===== config.mk =====
export PLATFORM = sky130hd
export DESIGN_NAME = led_bank_driver
export DESIGN_NICKNAME = d
export VERILOG_FILES = /design/src/rtl/led_bank_driver_pkg.sv /design/src/rtl/led_bank_driver_switch_debounce.sv /design/src/rtl/led_bank_driver.sv
export SDC_FILE = /design/constraint.sdc
export NUM_CORES = 1
export LEC_CHECK = 0
export BUFFER_PORTS_ARGS = -buffer_cell sky130_fd_sc_hd__buf_2
export CAP_MARGIN = 5
export CORE_MARGIN = 4
export CORE_UTILIZATION = 50
export DETAILED_ROUTE_END_ITERATION = 16
export PLACE_DENSITY = 0.78
export SLEW_MARGIN = 15
export SYNTH_ARGS = -nofsm -noshare
export SYNTH_HDL_FRONTEND = slang
export SYNTH_SLANG_ARGS = --single-unit
export TNS_END_PERCENT = 1

===== constraint.sdc =====
create_clock -name clk -period 6.7 [get_ports clk]
set_input_delay 0.335 -clock clk [delete_from_list [all_inputs] [get_ports clk]]
set_output_delay 0.335 -clock clk [all_outputs]
set_load 0.01 [all_outputs]

===== src/rtl/led_bank_driver_pkg.sv =====
// Shared mode encoding and defaults for the LED bank driver.
// LED_BREATHE_EN selects whether mode 2 decodes as BREATHE or falls back to COUNT.
package led_bank_driver_pkg;

    typedef enum logic [1:0] {
        MODE_COUNT   = 2'd0,
        MODE_CHASE   = 2'd1,
        MODE_BREATHE = 2'd2,
        MODE_STATIC  = 2'd3
    } mode_e;

    localparam int LED_BANK_W = 8;

    function automatic mode_e decode_mode(input mode_e raw);
`ifdef LED_BREATHE_EN
        return raw;
`else
        return (raw == MODE_BREATHE) ? MODE_COUNT : raw;
`endif
    endfunction

endpackage


===== src/rtl/led_bank_driver_switch_debounce.sv =====
// Two-flop synchroniser followed by a two-sample agreement filter per bit.
// The sample tick comes from outside so the whole panel shares one timebase.
module switch_debounce #(
    parameter int WIDTH = 8
) (
    input  logic             clk,
    input  logic             rst_n,
    input  logic             sample_tick,
    input  logic [WIDTH-1:0] din,
    output logic [WIDTH-1:0] dout
);

    logic [WIDTH-1:0] sync1_q, sync1_d;
    logic [WIDTH-1:0] sync2_q, sync2_d;
    logic [WIDTH-1:0] samp_q,  samp_d;
    logic [WIDTH-1:0] deb_q,   deb_d;

    always_comb begin
        sync1_d = din;
        sync2_d = sync1_q;
        samp_d  = sample_tick ? sync2_q : samp_q;
    end

    // A bit only moves when the current sample repeats the previous one.
    for (genvar gi = 0; gi < WIDTH; gi++) begin : g_bit
        assign deb_d[gi] = (sample_tick && (sync2_q[gi] == samp_q[gi])) ? sync2_q[gi]
                                                                       : deb_q[gi];
    end

    always_ff @(posedge clk or negedge rst_n) begin
        if (!rst_n) begin
            sync1_q <= '0;
            sync2_q <= '0;
            samp_q  <= '0;
            deb_q   <= '0;
        end else begin
            sync1_q <= sync1_d;
            sync2_q <= sync2_d;
            samp_q  <= samp_d;
            deb_q   <= deb_d;
        end
    end

    assign dout = deb_q;

endmodule


===== src/rtl/led_bank_driver.sv =====
// Multi-bank LED driver: free-running counter feeding COUNT/CHASE/BREATHE/STATIC patterns,
// each masked by debounced DIP switches. BREATHE PWM logic is built only with LED_BREATHE_EN.
module led_bank_driver
    import led_bank_driver_pkg::*;
#(
    parameter int NUM_BANKS = 3,
    parameter int BANK_W    = LED_BANK_W,
    parameter int CNT_W     = 32,
    parameter int PWM_W     = 8,
    parameter int STEP_LOG2 = 22,
    parameter int DB_LOG2   = 20
) (
    input  logic                          clk,
    input  logic                          rst_n,
    input  logic [NUM_BANKS*BANK_W-1:0]   dsw,
    input  logic [1:0]                    mode,
    input  logic                          hold,
    output logic [NUM_BANKS*BANK_W-1:0]   lb
);

    localparam int LEDS  = NUM_BANKS * BANK_W;
    localparam int POS_W = (LEDS > 1) ? $clog2(LEDS) : 1;
    localparam logic [POS_W-1:0] LAST_POS = POS_W'(LEDS - 1);

    logic [CNT_W-1:0] cnt_q, cnt_d;
    logic [POS_W-1:0] pos_q, pos_d;
    logic [1:0]       mode_s1_q, mode_s1_d;
    logic [1:0]       mode_s2_q, mode_s2_d;
    mode_e            mode_q, mode_d, mode_eff;
    logic [LEDS-1:0]  lb_q, lb_d;
    logic [LEDS-1:0]  mask, count_pat, chase_pat;
    logic             db_tick, step_tick, mode_chg;

    // Both ticks derive from cnt, so hold also stalls debounce and chase.
    assign db_tick   = (&cnt_q[DB_LOG2-1:0]) && !hold;
    assign step_tick = (&cnt_q[STEP_LOG2-1:0]) && !hold;

    switch_debounce #(
        .WIDTH (LEDS)
    ) u_debounce (
        .clk         (clk),
        .rst_n       (rst_n),
        .sample_tick (db_tick),
        .din         (dsw),
        .dout        (mask)
    );

    always_comb begin
        cnt_d     = hold ? cnt_q : cnt_q + CNT_W'(1);
        mode_s1_d = mode;
        mode_s2_d = mode_s1_q;
        mode_d    = mode_e'(mode_s2_q);
        mode_chg  = (mode_d != mode_q);
        mode_eff  = decode_mode(mode_q);
    end

    // A mode change restarts the chase even when a step tick lands on the same clock.
    always_comb begin
        pos_d = pos_q;
        if (mode_chg) begin
            pos_d = '0;
        end else if (step_tick) begin
            pos_d = (pos_q == LAST_POS) ? '0 : pos_q + POS_W'(1);
        end
    end

    for (genvar gi = 0; gi < NUM_BANKS; gi++) begin : g_bank
        assign count_pat[gi*BANK_W +: BANK_W] = cnt_q[CNT_W-1 -: BANK_W] & mask[gi*BANK_W +: BANK_W];
    end

    assign chase_pat = (LEDS'(1) << pos_q) & mask;

`ifdef LED_BREATHE_EN
    logic [PWM_W-1:0] phase;
    logic [PWM_W-1:0] duty;
    logic [PWM_W:0]   tri_t;
    logic             pwm_on;

    // Triangle duty: rising for the first half of t, mirrored for the second.
    always_comb begin
        phase  = cnt_q[PWM_W-1:0];
        tri_t  = cnt_q[CNT_W-1 -: PWM_W+1];
        duty   = tri_t[PWM_W] ? ~tri_t[PWM_W-1:0] : tri_t[PWM_W-1:0];
        pwm_on = (phase < duty);
    end
`endif

    always_comb begin
        lb_d = count_pat;
        case (mode_eff)
            MODE_CHASE:   lb_d = chase_pat;
            MODE_STATIC:  lb_d = mask;
`ifdef LED_BREATHE_EN
            MODE_BREATHE: lb_d = pwm_on ? mask : '0;
`endif
            default:      lb_d = count_pat;
        endcase
    end

    always_ff @(posedge clk or negedge rst_n) begin
        if (!rst_n) begin
            cnt_q     <= '0;
            pos_q     <= '0;
            mode_s1_q <= '0;
            mode_s2_q <= '0;
            mode_q    <= MODE_COUNT;
            lb_q      <= '0;
        end else begin
            cnt_q     <= cnt_d;
            pos_q     <= pos_d;
            mode_s1_q <= mode_s1_d;
            mode_s2_q <= mode_s2_d;
            mode_q    <= mode_d;
            lb_q      <= lb_d;
        end
    end

    assign lb = lb_q;

endmodule


==> run summary <==
The standard-cell row count is 41. The number of global-route vias before repair is 4351. The slew at the pin closest to its max-slew limit came out at 1.121 ns. The number of cells produced by synthesis is 516. The post-synthesis area per instance is 12.44 um2.

The pre-CTS setup slack came out at 3.147 ns. The count of yosys warnings during synthesis came out at 0. The worst-case clock buffer depth is 2. Once detail routing completed, the nets flagged for antenna violations numbered 0. In this run the vertical extent of the chip is 121.3 um.

The worst setup skew after layout came out at 0.01040 ns. The largest fanout on the critical path is 25. The critical path is of the register to register type. The total count of hold-check failures in the final report came out at 0. The die covers 14720 um2.

The worst slew margin relative to its limit came out at 25.25%. The global-route track usage on met2 came out at 29.98%. The layer flagged by global routing as most heavily used is met2. The first global-routing pass estimated 22.51 mm of wire. The area growth from synthesis to layout is 15.71%. The static leakage came out at 3.308 nW. The startpoint of the most critical register-to-register path is cnt_q[0]. The total global-route track usage came out at 19.81%.

The post-route cell area is 7430 um2. The met1 track demand over resource is 27.32%. Setup repair after global routing left no endpoint under its margin.

Sequential cells burn 50.9% of the power. The shortest clock period the worst path allows after layout is 3.624 ns. The number of unique standard cell types used by synthesis came out at 34.

The flop-to-flop setup slack came out at 3.08 ns. The mapped netlist covers 6421 um2. In this run the critical register-to-register path is captured at u_debounce.samp_q[2]. Buffers inserted to repair hold after CTS numbered 1. The share of power burned in combinational logic is 3.8%. The number of buffers created by CTS is 17. The destination of the critical timing path is u_debounce.samp_q[2]. Dividing the detail-routed via count by the number of cells gives 5.860. The switching component of the power came out at 0.4790 mW. The critical path launch point type is a register. The routability congestion estimate is 0.8570.

The run finished with clean final reports. The number of gates given a new drive strength after cts came out at 0. The TritonCTS clock tree is done. The initial utilization of the core area, before any placement, comes to 50.88%. The final total negative setup slack came out at 0 ns. The total of endpoints with negative setup slack in the final report came out at 0.

The number of register bits inferred by synthesis came out at 163. The data required time of the worst path is 7.00 ns. The number of design-rule violations left by the first detailed-router iteration is 575. The half-perimeter wire length of the detailed placement result is 8.838 mm. The number of top-level design ports is 53. The max-cap check violation count came out at 0. Summing internal, switching and leakage power gives 2.082 mW. The routed design has 13.80 mm of wire.

The initial antenna violation count came out at 1. The met3 usage in global routing came out at 5.641%. After clock tree synthesis, the setup repair step added 0 buffers. The post-layout net count is 607. The detailed router placed 4430 vias in this run. The core area is 12620 um2. The worst setup path is captured at a register. The number of remaining DRC errors is 0.

The max-slew violation total from the final report was 0. The fraction of final layout cells sized beyond drive strength 1 came out at 20.21%. After synthesis, flip-flops and latches occupy 63.52% of the total area. The relative contribution of the clock network to total power came out at 45.3%. The total placed instance area came out at 6803 um2. The arrival time of the worst setup path came out at 3.92 ns. The number of diodes came out at 0. The count of buffers added on input and output ports is 52. The top achievable clock speed is 275.9 MHz.

The final global-route overflow total came out at 0. The insertion delay of the later-clocked pin in the worst-skew pair came out at 0.42 ns. In the final routed layout, each cell accounts on average for 18.25 um. Before antenna repair, the detailed router went through 5 iterations. The final setup slack of the worst path came out at 3.076 ns. Internal power comes to 1.603 mW.

The fraction of power spent switching nets came out at 23.01%. The ratio of final minimum period to clock period is 54.09%. The total number of clock tree sinks is 163. The largest vdd supply drop is 0.1977 mV.

The critical path starts at cnt_q[0]. The net count of the mapped netlist came out at 552. The floorplan step set the die width to 121.3 um. The min-delay analysis places its worst path in the category primary input to register.

The root buffer cell chosen for the clock tree is clkbuf_16. The worst reg2reg path depth is 5. Entering global routing, the biggest net connects 86 pins. Clock-pin slew was measured on the worst setup and hold paths at 0.07 ns. The power density of the placed cells is 280.2 nW/um2. The number of levels in the clock H-tree is 4.
[Yosys cell counts (all sizes together)]
library cell / count / area, um2
nor3: 27 / 135.1
nand3: 27 / 135.1
nand3b: 3 / 22.52
or3b: 1 / 8.760
mux2: 25 / 352.8
xnor2: 28 / 245.2
ha: 7 / 87.58
and2: 2 / 12.51
nand4: 9 / 62.56
nor2: 34 / 143.9
dfrtp: 163 / 4079
nand4b: 1 / 8.760
buf: 11 / 91.34
xor2: 5 / 43.79
nor2b: 6 / 37.54
nor4: 27 / 175.2
a21oi: 24 / 120.1
or4: 1 / 7.510
and4: 4 / 35.03
a41oi: 24 / 210.2
and3: 4 / 25.02
o21ai: 24 / 120.1
nand2b: 1 / 6.260
and4b: 1 / 10.01
clkbuf: 14 / 52.55
nand2: 34 / 127.6
mux2i: 5 / 50.05
inv: 4 / 15.01
[cell type report]
class	instances	area (um2)
inverter	4	15.01
clock buffer	20	466.7
fill	1003	5190
timing repair buffer	61	344.1
sequential	163	4079
multi-input combinational	324	2190
clock inverter	12	120.1
tap	172	215.2
[layer usage]
metal	share of wire, %	up-vias
li1	-	1970
met1	41	2210
met2	48	216
met3	8.4	32
met4	1.9	2
met5	0.12	-
[per-stage QoR]
step,cells,utilization (%),hold slack (ns)
floorplan,516,-,0.03941
global placement,720,53.91,0.3312
detailed placement,720,53.91,0.3347
CTS,753,58.64,0.008950
global route,756,58.87,0.00004552
finish,756,58.87,0.02056
[worst max-delay path: stages (launching register included)]
cell and delay, ns:
dfrtp_1 0.42, ha_1 0.21, and4b_1 0.91, or3b_1 0.87
nor2_8 0.66, mux2_2 0.41
[power by group through the flow]
stage / Combinational, mW / Clock (mW) / Sequential, mW
floorplan: 0.0432 / 0 / 1.07
global placement: 0.0746 / 0 / 1.07
detailed placement: 0.0786 / 0 / 1.08
CTS: 0.0798 / 0.954 / 1.06
global route: 0.0908 / 1.00 / 1.07
finish: 0.0786 / 0.943 / 1.06
[worst min-delay path by stage]
| stage | start | slack, ns | cells after the start | end |
|---|---|---|---|---|
| 2_1_floorplan | rst_n | 0.04 | 0 | cnt_q[0] |
| 3_3_place_gp | u_debounce.sync1_q[6] | 0.33 | 0 | u_debounce.sync2_q[6] |
| 3_5_place_dp | u_debounce.sync1_q[22] | 0.33 | 0 | u_debounce.sync2_q[22] |
| 4_1_cts | dsw[1] | 0.009 | 1 | u_debounce.sync1_q[1] |
| 5_1_grt | dsw[15] | 0.00005 | 1 | u_debounce.sync1_q[15] |
| 6_report | dsw[12] | 0.02 | 1 | u_debounce.sync1_q[12] |
[cell usage in the layout (no fill, tap or decap), types with 7 or more instances in the layout]
cell type  Yosys  final
nand3_1       27     27
a21oi_1       24     24
nand4_1        8      8
buf_2          8     51
nor3_1        27     27
nor2_1        33     33
a41oi_1       24     24
xnor2_1       28     28
mux2_4        19     19
clkbuf_16      0     17
dfrtp_1      163    163
nor4_1        26     25
ha_1           7      7
nand2_1       34     34
o21ai_0       24     24
[registers in the layout, indices dropped and copies added, names as in the netlist, 5 cells and up]
register / count
pos_q: 5
lb: 24
u_debounce.dout: 24
cnt_q: 32
u_debounce.samp_q: 24
u_debounce.sync2_q: 24
u_debounce.sync1_q: 24
[logic make-up (layout without fill, tap and decap cells)]
family	after synthesis	in the layout	share of synthesized area, %
compound gates	72	72	7.015
xor+xnor	33	33	4.501
fa+ha+maj	7	7	1.364
buf+inv	29	97	2.475
flops	163	163	63.52
mux	30	30	6.274
simple gates	182	182	14.85
(Power assumes the default switching activity.)
